===== config.mk =====
export PLATFORM = sky130hd
export DESIGN_NAME = encoder8to3_drain_flat
export DESIGN_NICKNAME = d
export VERILOG_FILES = /design/src/rtl/encoder8to3_drain_if.sv /design/src/rtl/encoder8to3_drain.sv /design/src/flat_wrapper.sv
export SDC_FILE = /design/constraint.sdc
export NUM_CORES = 1
export LEC_CHECK = 0
export ABC_AREA = 1
export CORE_MARGIN = 8
export CORE_UTILIZATION = 40
export DETAILED_ROUTE_END_ITERATION = 6
export GPL_TIMING_DRIVEN = 0
export MAX_ROUTING_LAYER = met4
export PLACE_DENSITY = 0.76
export SKIP_LAST_GASP = 1
export SLEW_MARGIN = 5
export SYNTH_ARGS = -nofsm -noshare
export SYNTH_HDL_FRONTEND = slang
export SYNTH_SLANG_ARGS = --single-unit

===== constraint.sdc =====
create_clock -name clk -period 2.3 [get_ports clk]
set_input_delay 0.46 -clock clk [delete_from_list [all_inputs] [get_ports clk]]
set_output_delay 0.46 -clock clk [all_outputs]
set_load 0.02 [all_outputs]

===== src/rtl/encoder8to3_drain_if.sv =====
`default_nettype none
// ============================================================================
// Module      : encoder8to3_drain_if
// Description : Handshake bundle for encoder8to3_drain. Carries the request
//               vector side (in_valid/in_req/in_ready) and the beat side
//               (out_valid/out_ready/out_idx/out_onehot/out_last).
//               master : producer of vectors / consumer of beats (testbench)
//               slave  : the encoder itself
// Revision    : 1.0 - initial release
// ============================================================================
interface encoder8to3_drain_if;
  logic       in_valid;
  logic [7:0] in_req;
  logic       in_ready;
  logic       out_valid;
  logic       out_ready;
  logic [2:0] out_idx;
  logic [7:0] out_onehot;
  logic       out_last;

  modport master (
    output in_valid, in_req, out_ready,
    input  in_ready, out_valid, out_idx, out_onehot, out_last
  );

  modport slave (
    input  in_valid, in_req, out_ready,
    output in_ready, out_valid, out_idx, out_onehot, out_last
  );
endinterface
`default_nettype wire


===== src/rtl/encoder8to3_drain.sv =====
`default_nettype none
// ============================================================================
// Module      : encoder8to3_drain
// Description : Sequential 8-to-3 encoder. Accepts an 8-bit request vector
//               and emits the index of every set bit, one per beat, in fixed
//               priority order, together with its one-hot decode.
// Ports       : clk        - clock, rising edge
//               rst        - asynchronous active-high reset
//               bus        - encoder8to3_drain_if.slave handshake bundle
//               vec_count  - popcount of last accepted vector
//                            (only when ENC_POPCOUNT_EN is defined)
// Parameters  : PRIORITY_HIGH - 0: ascending (bit 0 first), 1: descending
// Macro       : ENC_POPCOUNT_EN - enables the vec_count output
// Revision    : 1.0 - initial release
// ============================================================================
module encoder8to3_drain #(
  parameter int PRIORITY_HIGH = 0
) (
  input  wire                       clk,
  input  wire                       rst,
  encoder8to3_drain_if.slave        bus
`ifdef ENC_POPCOUNT_EN
  ,
  output logic [3:0]                vec_count
`endif
);

  logic [7:0] pending_q,    pending_d;
  logic [2:0] out_idx_q,    out_idx_d;
  logic [7:0] out_onehot_q, out_onehot_d;
  logic       out_valid_q,  out_valid_d;
  logic       out_last_q,   out_last_d;

  logic       w_in_ready;
  logic       w_accept;
  logic       w_beat;
  logic [7:0] w_src;
  logic [2:0] w_sel;
  logic [7:0] w_sel_onehot;
  logic [7:0] w_rest;

  // Same selector serves the first beat (from in_req) and later beats
  // (from pending), so ordering cannot diverge between the two paths.
  function automatic logic [2:0] pick_idx(input logic [7:0] vec);
    logic [2:0] idx;
    idx = 3'd0;
    if (PRIORITY_HIGH != 0) begin
      for (int i = 0; i < 8; i++)
        if (vec[i]) idx = 3'(i);
    end else begin
      for (int i = 7; i >= 0; i--)
        if (vec[i]) idx = 3'(i);
    end
    return idx;
  endfunction

  // A new vector may load while the final beat of the previous one is
  // being taken, giving back-to-back vectors with no bubble.
  assign w_in_ready = !out_valid_q | (bus.out_ready & out_last_q);
  assign w_accept   = bus.in_valid & w_in_ready;
  assign w_beat     = out_valid_q & bus.out_ready;

  always_comb begin
    w_src        = w_accept ? bus.in_req : pending_q;
    w_sel        = pick_idx(w_src);
    w_sel_onehot = 8'd1 << w_sel;
    w_rest       = w_src & ~w_sel_onehot;

    pending_d    = pending_q;
    out_idx_d    = out_idx_q;
    out_onehot_d = out_onehot_q;
    out_valid_d  = out_valid_q;
    out_last_d   = out_last_q;

    if (w_accept || (w_beat && pending_q != 8'd0)) begin
      if (w_src != 8'd0) begin
        out_idx_d    = w_sel;
        out_onehot_d = w_sel_onehot;
        out_valid_d  = 1'b1;
        pending_d    = w_rest;
        out_last_d   = (w_rest == 8'd0);
      end else begin
        // Zero vector accepted: consumed without producing a beat.
        out_onehot_d = 8'd0;
        out_valid_d  = 1'b0;
        out_last_d   = 1'b0;
        pending_d    = 8'd0;
      end
    end else if (w_beat) begin
      out_onehot_d = 8'd0;
      out_valid_d  = 1'b0;
      out_last_d   = 1'b0;
    end
  end

  always_ff @(posedge clk or posedge rst) begin
    if (rst) begin
      pending_q    <= 8'd0;
      out_idx_q    <= 3'd0;
      out_onehot_q <= 8'd0;
      out_valid_q  <= 1'b0;
      out_last_q   <= 1'b0;
    end else begin
      pending_q    <= pending_d;
      out_idx_q    <= out_idx_d;
      out_onehot_q <= out_onehot_d;
      out_valid_q  <= out_valid_d;
      out_last_q   <= out_last_d;
    end
  end

  assign bus.in_ready   = w_in_ready;
  assign bus.out_valid  = out_valid_q;
  assign bus.out_idx    = out_idx_q;
  assign bus.out_onehot = out_onehot_q;
  assign bus.out_last   = out_last_q;

`ifdef ENC_POPCOUNT_EN
  logic [3:0] vec_count_q, vec_count_d;

  always_comb begin
    vec_count_d = vec_count_q;
    if (w_accept) begin
      vec_count_d = 4'd0;
      for (int i = 0; i < 8; i++)
        vec_count_d = vec_count_d + {3'd0, bus.in_req[i]};
    end
  end

  always_ff @(posedge clk or posedge rst) begin
    if (rst) vec_count_q <= 4'd0;
    else     vec_count_q <= vec_count_d;
  end

  assign vec_count = vec_count_q;
`endif

endmodule
`default_nettype wire


===== src/flat_wrapper.sv =====
// flat-port wrapper written by rule: the top's interface ports become plain ports
module encoder8to3_drain_flat 
#(
  parameter int PRIORITY_HIGH = 0
)
  (clk, rst, bus_in_valid, bus_in_req, bus_out_ready, bus_in_ready, bus_out_valid, bus_out_idx, bus_out_onehot, bus_out_last);
  encoder8to3_drain_if bus_i ();
  input  wire clk;
  input  wire rst;
  input wire logic [$bits(bus_i.in_valid)-1:0] bus_in_valid;
  input wire logic [$bits(bus_i.in_req)-1:0] bus_in_req;
  input wire logic [$bits(bus_i.out_ready)-1:0] bus_out_ready;
  output wire logic [$bits(bus_i.in_ready)-1:0] bus_in_ready;
  output wire logic [$bits(bus_i.out_valid)-1:0] bus_out_valid;
  output wire logic [$bits(bus_i.out_idx)-1:0] bus_out_idx;
  output wire logic [$bits(bus_i.out_onehot)-1:0] bus_out_onehot;
  output wire logic [$bits(bus_i.out_last)-1:0] bus_out_last;
  assign bus_i.in_valid = bus_in_valid;
  assign bus_i.in_req = bus_in_req;
  assign bus_i.out_ready = bus_out_ready;
  assign bus_in_ready = bus_i.in_ready;
  assign bus_out_valid = bus_i.out_valid;
  assign bus_out_idx = bus_i.out_idx;
  assign bus_out_onehot = bus_i.out_onehot;
  assign bus_out_last = bus_i.out_last;
  encoder8to3_drain #(.PRIORITY_HIGH(PRIORITY_HIGH)) u_core (.clk(clk), .rst(rst), .bus(bus_i));
endmodule

After elaboration in Yosys (flattened, before gate mapping)
Cells that the tools add are included.
{"block": "totals", "regBits": 21, "in_bits": 12, "out_inout_bits": 14, "elab_cells": 38}
{"block": "classes", "n_shift": 1, "n_mux": 18, "bitwise": 6, "n_reduce_logical": 8}
{"op": "$mux W8", "n": 5}
{"op": "$mux W3", "n": 8}
{"op": "$reduce_bool A8 Y1", "n": 2}
{"op": "$and A8 B8 Y8", "n": 1}
{"op": "$logic_not A8 Y1", "n": 1}
{"op": "$not A8 Y8", "n": 1}
{"op": "$shl A1 B3 Y8 const A", "n": 1}
{"op": "$mux W1", "n": 5}
{"op": "$and A1 B1 Y1", "n": 3}
{"op": "$reduce_and A2 Y1", "n": 1}
{"op": "$reduce_bool A2 Y1", "n": 1}
{"op": "$logic_and A1 B1 Y1", "n": 1}
{"op": "$logic_not A1 Y1", "n": 1}
{"op": "$logic_or A1 B1 Y1", "n": 1}
{"op": "$or A1 B1 Y1", "n": 1}

Longest topological paths before layout
{"block": "logic_depth", "depth_word": 18, "mapped_depth": 17, "ltp_nobuf": 17}

Worst setup path after synthesis
No wires, ideal clock.
{"block": "synth_path", "path_type": "register -> register", "from": "register u_core.out_last_q (netlist: u_core.bus.out_last)", "to": "register u_core.out_last_q (netlist: u_core.bus.out_last)", "setup_time_ns": 0.117, "t_arrival_ns": 1.824, "required_ns": 2.183, "setup_slack_ns": 0.358, "stages_incl_launch_ff": 18, "path_buffers": 1, "period_less_slack_ns": 1.942, "path_cell_list": "dfrtp_1 nand2_1 nand2_4 nand2_4 buf_6 nand2_1 nand2_2 inv_1 nand2_1 nand2_1 nand2_1 nand2_1 nand2_1 nand2_1 a21oi_1 nor2_1 nand3_1 nand2_1"}
{"block": "synth_between", "elab_chain_len": 18, "word_cells_on_any_way": 21, "cone_classes": "1 x shift; 11 x mux; 5 x bitwise; 4 x reduce/logical"}
{"element": "start, declared", "line": "encoder8to3_drain.sv:32", "rtl": "logic out_last_q, out_last_d;"}
{"element": "start signal, assigned", "line": "encoder8to3_drain.sv:108", "rtl": "out_last_q <= out_last_d;"}
{"element": "$and A1 B1 Y1 *", "line": "encoder8to3_drain.sv:59", "rtl": "assign w_in_ready = !out_valid_q | (bus.out_ready & out_last_q);"}
{"element": "$or A1 B1 Y1 *", "line": "encoder8to3_drain.sv:59"}
{"element": "via bus_in_ready", "line": "flat_wrapper.sv:13", "rtl": "output wire logic [$bits(bus_i.in_ready)-1:0] bus_in_ready;"}
{"element": "$and A1 B1 Y1 *", "line": "encoder8to3_drain.sv:60", "rtl": "assign w_accept = bus.in_valid & w_in_ready;"}
{"element": "$mux W8", "line": "encoder8to3_drain.sv:64", "rtl": "w_src = w_accept ? bus.in_req : pending_q;"}
{"element": "$mux W3 (8 in series)", "line": "encoder8to3_drain.sv:52", "rtl": "if (vec[i]) idx = 3'(i);"}
{"element": "$shl A1 B3 Y8", "line": "encoder8to3_drain.sv:66", "rtl": "w_sel_onehot = 8'd1 << w_sel;"}
{"element": "$not A8 Y8", "line": "encoder8to3_drain.sv:67", "rtl": "w_rest = w_src & ~w_sel_onehot;"}
{"element": "$and A8 B8 Y8", "line": "encoder8to3_drain.sv:67"}
{"element": "$logic_not A8 Y1", "line": "encoder8to3_drain.sv:81", "rtl": "out_last_d = (w_rest == 8'd0);"}
{"element": "$mux W1", "line": "encoder8to3_drain.sv:76", "rtl": "if (w_src != 8'd0) begin"}
{"element": "$mux W1", "line": "encoder8to3_drain.sv:75", "rtl": "if (w_accept || (w_beat && pending_q != 8'd0)) begin"}
Mark *: on every way through the listed nets, which the timed path passes. The rest lies on a longest branch.
A chain may end at the register's enable or synchronous reset.

Final worst setup path
{"block": "layout_path", "from": "register u_core.out_last_q (netlist: u_core.bus.out_last)", "to": "register u_core.out_last_q (netlist: u_core.bus.out_last)"}
{"block": "layout_between", "elab_chain_len": 18, "word_cells_on_any_way": 21, "cone_classes": "1 x shift; 11 x mux; 5 x bitwise; 4 x reduce/logical"}
{"element": "$and A1 B1 Y1 *", "line": "encoder8to3_drain.sv:59"}
{"element": "$or A1 B1 Y1 *", "line": "encoder8to3_drain.sv:59"}
{"element": "$and A1 B1 Y1 *", "line": "encoder8to3_drain.sv:60"}
{"element": "$mux W8", "line": "encoder8to3_drain.sv:64"}
{"element": "$mux W3 (8 in series)", "line": "encoder8to3_drain.sv:52"}
{"element": "$shl A1 B3 Y8", "line": "encoder8to3_drain.sv:66"}
{"element": "$not A8 Y8", "line": "encoder8to3_drain.sv:67"}
{"element": "$and A8 B8 Y8", "line": "encoder8to3_drain.sv:67"}
{"element": "$logic_not A8 Y1", "line": "encoder8to3_drain.sv:81"}
{"element": "$mux W1", "line": "encoder8to3_drain.sv:76"}
{"element": "$mux W1", "line": "encoder8to3_drain.sv:75"}
Every way passes the cells marked *; elsewhere a longest branch is shown, timed or not.

==> metrics.md <==
| Metric | Value |
|---|---|
| Post-CTS Hold Buffers | `0` |
| Area after DPL | `around 1500 sq um` |
| Mapped Cells | `159` |
| Post-route cell area | `1580 sq um` |
| Pin count of the biggest net entering global routing | `22` |
| CTS sink cnt | `21` |
| Crit-path max FO | `10` |
| Mapped Area | `1220 sq um` |
| Worst EP required | `2510 ps` |
| Setup Viol. Count Final | `0` |
| CTS tree | `yes` |
| Via Count | `1111` |
| Slew Viols, Final | `0` |
| Post-layout util | `0.532` |
| Synth Net Count | `171` |
| M1 wire length | `1400 microns` |
| Final setup skew | `around 1.6 ps` |
| Fraction of registers with async set/reset | `1.00` |
| DP Wirelength | `2250 microns` |
| Worst-skew pair later-pin latency | `310 ps` |
| Area of the die | `5090 sq um` |
| Sequential share of the synthesized area | `0.429` |
| Reg2Reg Launch Point | `u_core.bus.out_last` |
| Fin. Hold Viols | `0` |
| Avg Cell Area, Syn | `approximately 7.7 sq um` |
| First-pass DRT Iterations | `6` |
| CP arrival | `2250 ps` |
| Ant. Diodes | `0` |
| Fin Hold WS | `406 ps` |
| Highest Signal Layer | `met4` |
| Number of global-route vias before repair | `1057` |
| Filler cells | `284` |
| Max Cap Violations | `0` |
| Final Critical Period | `2040 ps` |
| Final layout net count | `approximately 200` |
| Worst setup path end | `u_core.bus.out_last` |
| Flops & latches, synth | `21` |
| Setup CP Type | `register to register` |
| Met2 routed WL | `approximately 1400 microns` |
| Setup ws final | `255 ps` |
| Max H-tree Level | `1` |
| Post-synth EDFFs | `0` |
| Worst Setup SP | `u_core.bus.out_last` |
| CTS Buf Count | `3` |
| Synth unique cells | `29` |
| DR WL/cell | `13.2 microns` |
| Post-place setup slack | `-282 ps` |
| Fmax | `489 MHz` |
| VDD IR max | `714 uV` |
| Layout Area Growth over Synthesis | `29.3%` |
| Initial antenna violation count | `0` |
| Pwr Density | `1380 nW/um^2` |
| Flop2flop setup slack | `260 ps` |
| Max-Slew Margin vs Limit | `0.471` |
| Hold Path Class | `primary input to register` |
| Vias per cell | `around 5` |
| Core area | `2980 sq um` |
| Root buffer cell | `clkbuf_4` |
| Gpl congestion | `0.894` |
| Run status | `finished, final reports clean` |
| Remaining DRCs | `0` |
| IO Port Bufs | `24` |
| Worst reg2reg path endpoint | `u_core.bus.out_last` |
| Setup tns final | `0 ps` |
| Layout cells sized above 1 | `0.195` |
| Critical Path Source Type | `register` |
| First DRT Iteration DRCs | `44` |
| Synth Warn # | `0` |
| Die Wd | `71.3 microns` |
| RSZ-0062 raised after global routing | `false` |
| # rows | `20` |
| Static Leak | `0.777 nW` |
| Remaining Overflow, GRT | `0` |
| Critical path capture point type | `register` |
| I/O Pins | `26` |
| Period utilization | `0.889` |
| Routed Wire Length | `approximately 2900 microns` |
| CTS Buffer Depth | `2` |
| Initial Utilization | `0.411` |
| Routed Antenna Nets | `0` |
| Worst Reg-to-Reg Cells | `17` |
| Vert. Die Dim | `71.3 microns` |
| First-pass GRT wire length | `4810 microns` |
| Worst-path clk slew | `roughly 120 ps` |
| GRT Util Overall | `0.120` |
| Total length of routed met3 wires | `roughly 160 microns` |
| Post-synth top flop | `dfrtp_1` |
| Slew @ Worst Pin | `792 ps` |
==> kinds of logic after synthesis <==
logic type,Yosys count,share of synthesized area
compound gates,26,0.130
buf+inv,24,0.0868
flops,21,0.429
simple gates,88,0.354
==> registers in the layout, indices dropped and copies added (netlist names) <==
signal,flops
u_core.bus.out_onehot,8
u_core.pending_q,8
u_core.bus.out_idx,3
u_core.bus.out_last,1
u_core.bus.out_valid,1
==> repair_timing <==
item | 4_1_cts | 5_1_grt
hold endpoints to repair | 0 | 0
endpoints found under the setup margin | 0 | 7
resized for setup | 0 | 8
buffers inserted | 0 | 3
==> metrics by stage <==
step | cells | total power [mW]
6_report | 223 | 2.19
5_1_grt | 223 | 2.37
4_1_cts | 220 | 2.13
3_5_place_dp | 216 | 1.94
3_3_place_gp | 216 | 1.93
2_1_floorplan | 159 | 1.53
==> worst max-delay path: stages, from the launching register on <==
cell	delay (ps)
dfrtp_1	420
nand2_2	90
nand2_4	80
nand2_4	110
buf_6	160
nand2_1	70
nand2_2	110
inv_1	50
nand2_1	60
nand2_1	80
nand2_1	60
nand2_1	70
nand2_1	130
nand2_2	100
a21oi_2	160
nor2_1	70
nand3_1	80
nand2_1	50
==> per-layer routing <==
layer | vias to the layer above | global-route usage
met3 | 2 | 0.0363
met1 | 510 | 0.148
met4 | 0 | 0.0208
li1 | 574 | -
met5 | - | -
met2 | 25 | 0.190
==> cell usage in the layout (no fill, tap or decap), types with 3 or more instances in the layout <==
cell / netlist / final
o21ai_0: 16 / 16
buf_4: 0 / 3
nand2_4: 4 / 4
nand3_2: 3 / 3
inv_1: 14 / 14
dfrtp_1: 21 / 21
nand2_1: 56 / 53
clkbuf_4: 0 / 3
clkdlybuf4s50_1: 0 / 23
nand2_2: 4 / 7
a21oi_2: 1 / 3
nand3_1: 10 / 10
inv_2: 3 / 3
==> synth_stat cells (2+ instances only) <==
cell type  count  share of area
inv_1         14          0.043
dfrtp_1       21           0.43
o21ai_0       16          0.065
clkinv_1       2         0.0061
a21oi_1        3          0.012
nor4_1         2          0.010
nand2_1       56           0.17
nand3b_1       2          0.012
nand3_2        3          0.025
nor2_1         3         0.0092
nand2_4        4          0.037
nor2_4         2          0.018
nand3_1       10          0.041
nand2_2        4          0.020
inv_2          3         0.0092
==> power by group <==
part	internal (mW)	switching [mW]	total (mW)
Sequential	0.497	0.0829	0.580
Clock	0.0650	0.114	0.179
Combinational	0.524	0.908	1.43
==> final cells by class <==
class	instances	area, sq um	share of cell area
plain buffers	3	20.0	0.0126
clock buffers	3	22.5	0.0142
clock inverters	1	5.00	0.00316
inverters	21	86.3	0.0545
multi-input cells	114	618	0.390
flip-flops and latches	21	526	0.332
well taps	33	41.3	0.0261
repair buffers	27	265	0.167
==> how the worst min path moves through the flow <==
stage	startpoint	end	slack (ps)	cells after the start
5_1_grt	bus_out_ready	u_core.bus.out_valid	400	2
3_5_place_dp	u_core.bus.out_idx[0]	u_core.bus.out_idx[0]	470	2
3_3_place_gp	u_core.bus.out_onehot[7]	u_core.bus.out_onehot[7]	470	2
4_1_cts	u_core.bus.out_onehot[2]	u_core.bus.out_onehot[2]	500	2
6_report	bus_out_ready	u_core.bus.out_valid	410	2
2_1_floorplan	rst	u_core.bus.out_idx[0]	440	1
(Power assumes the default switching activity.)
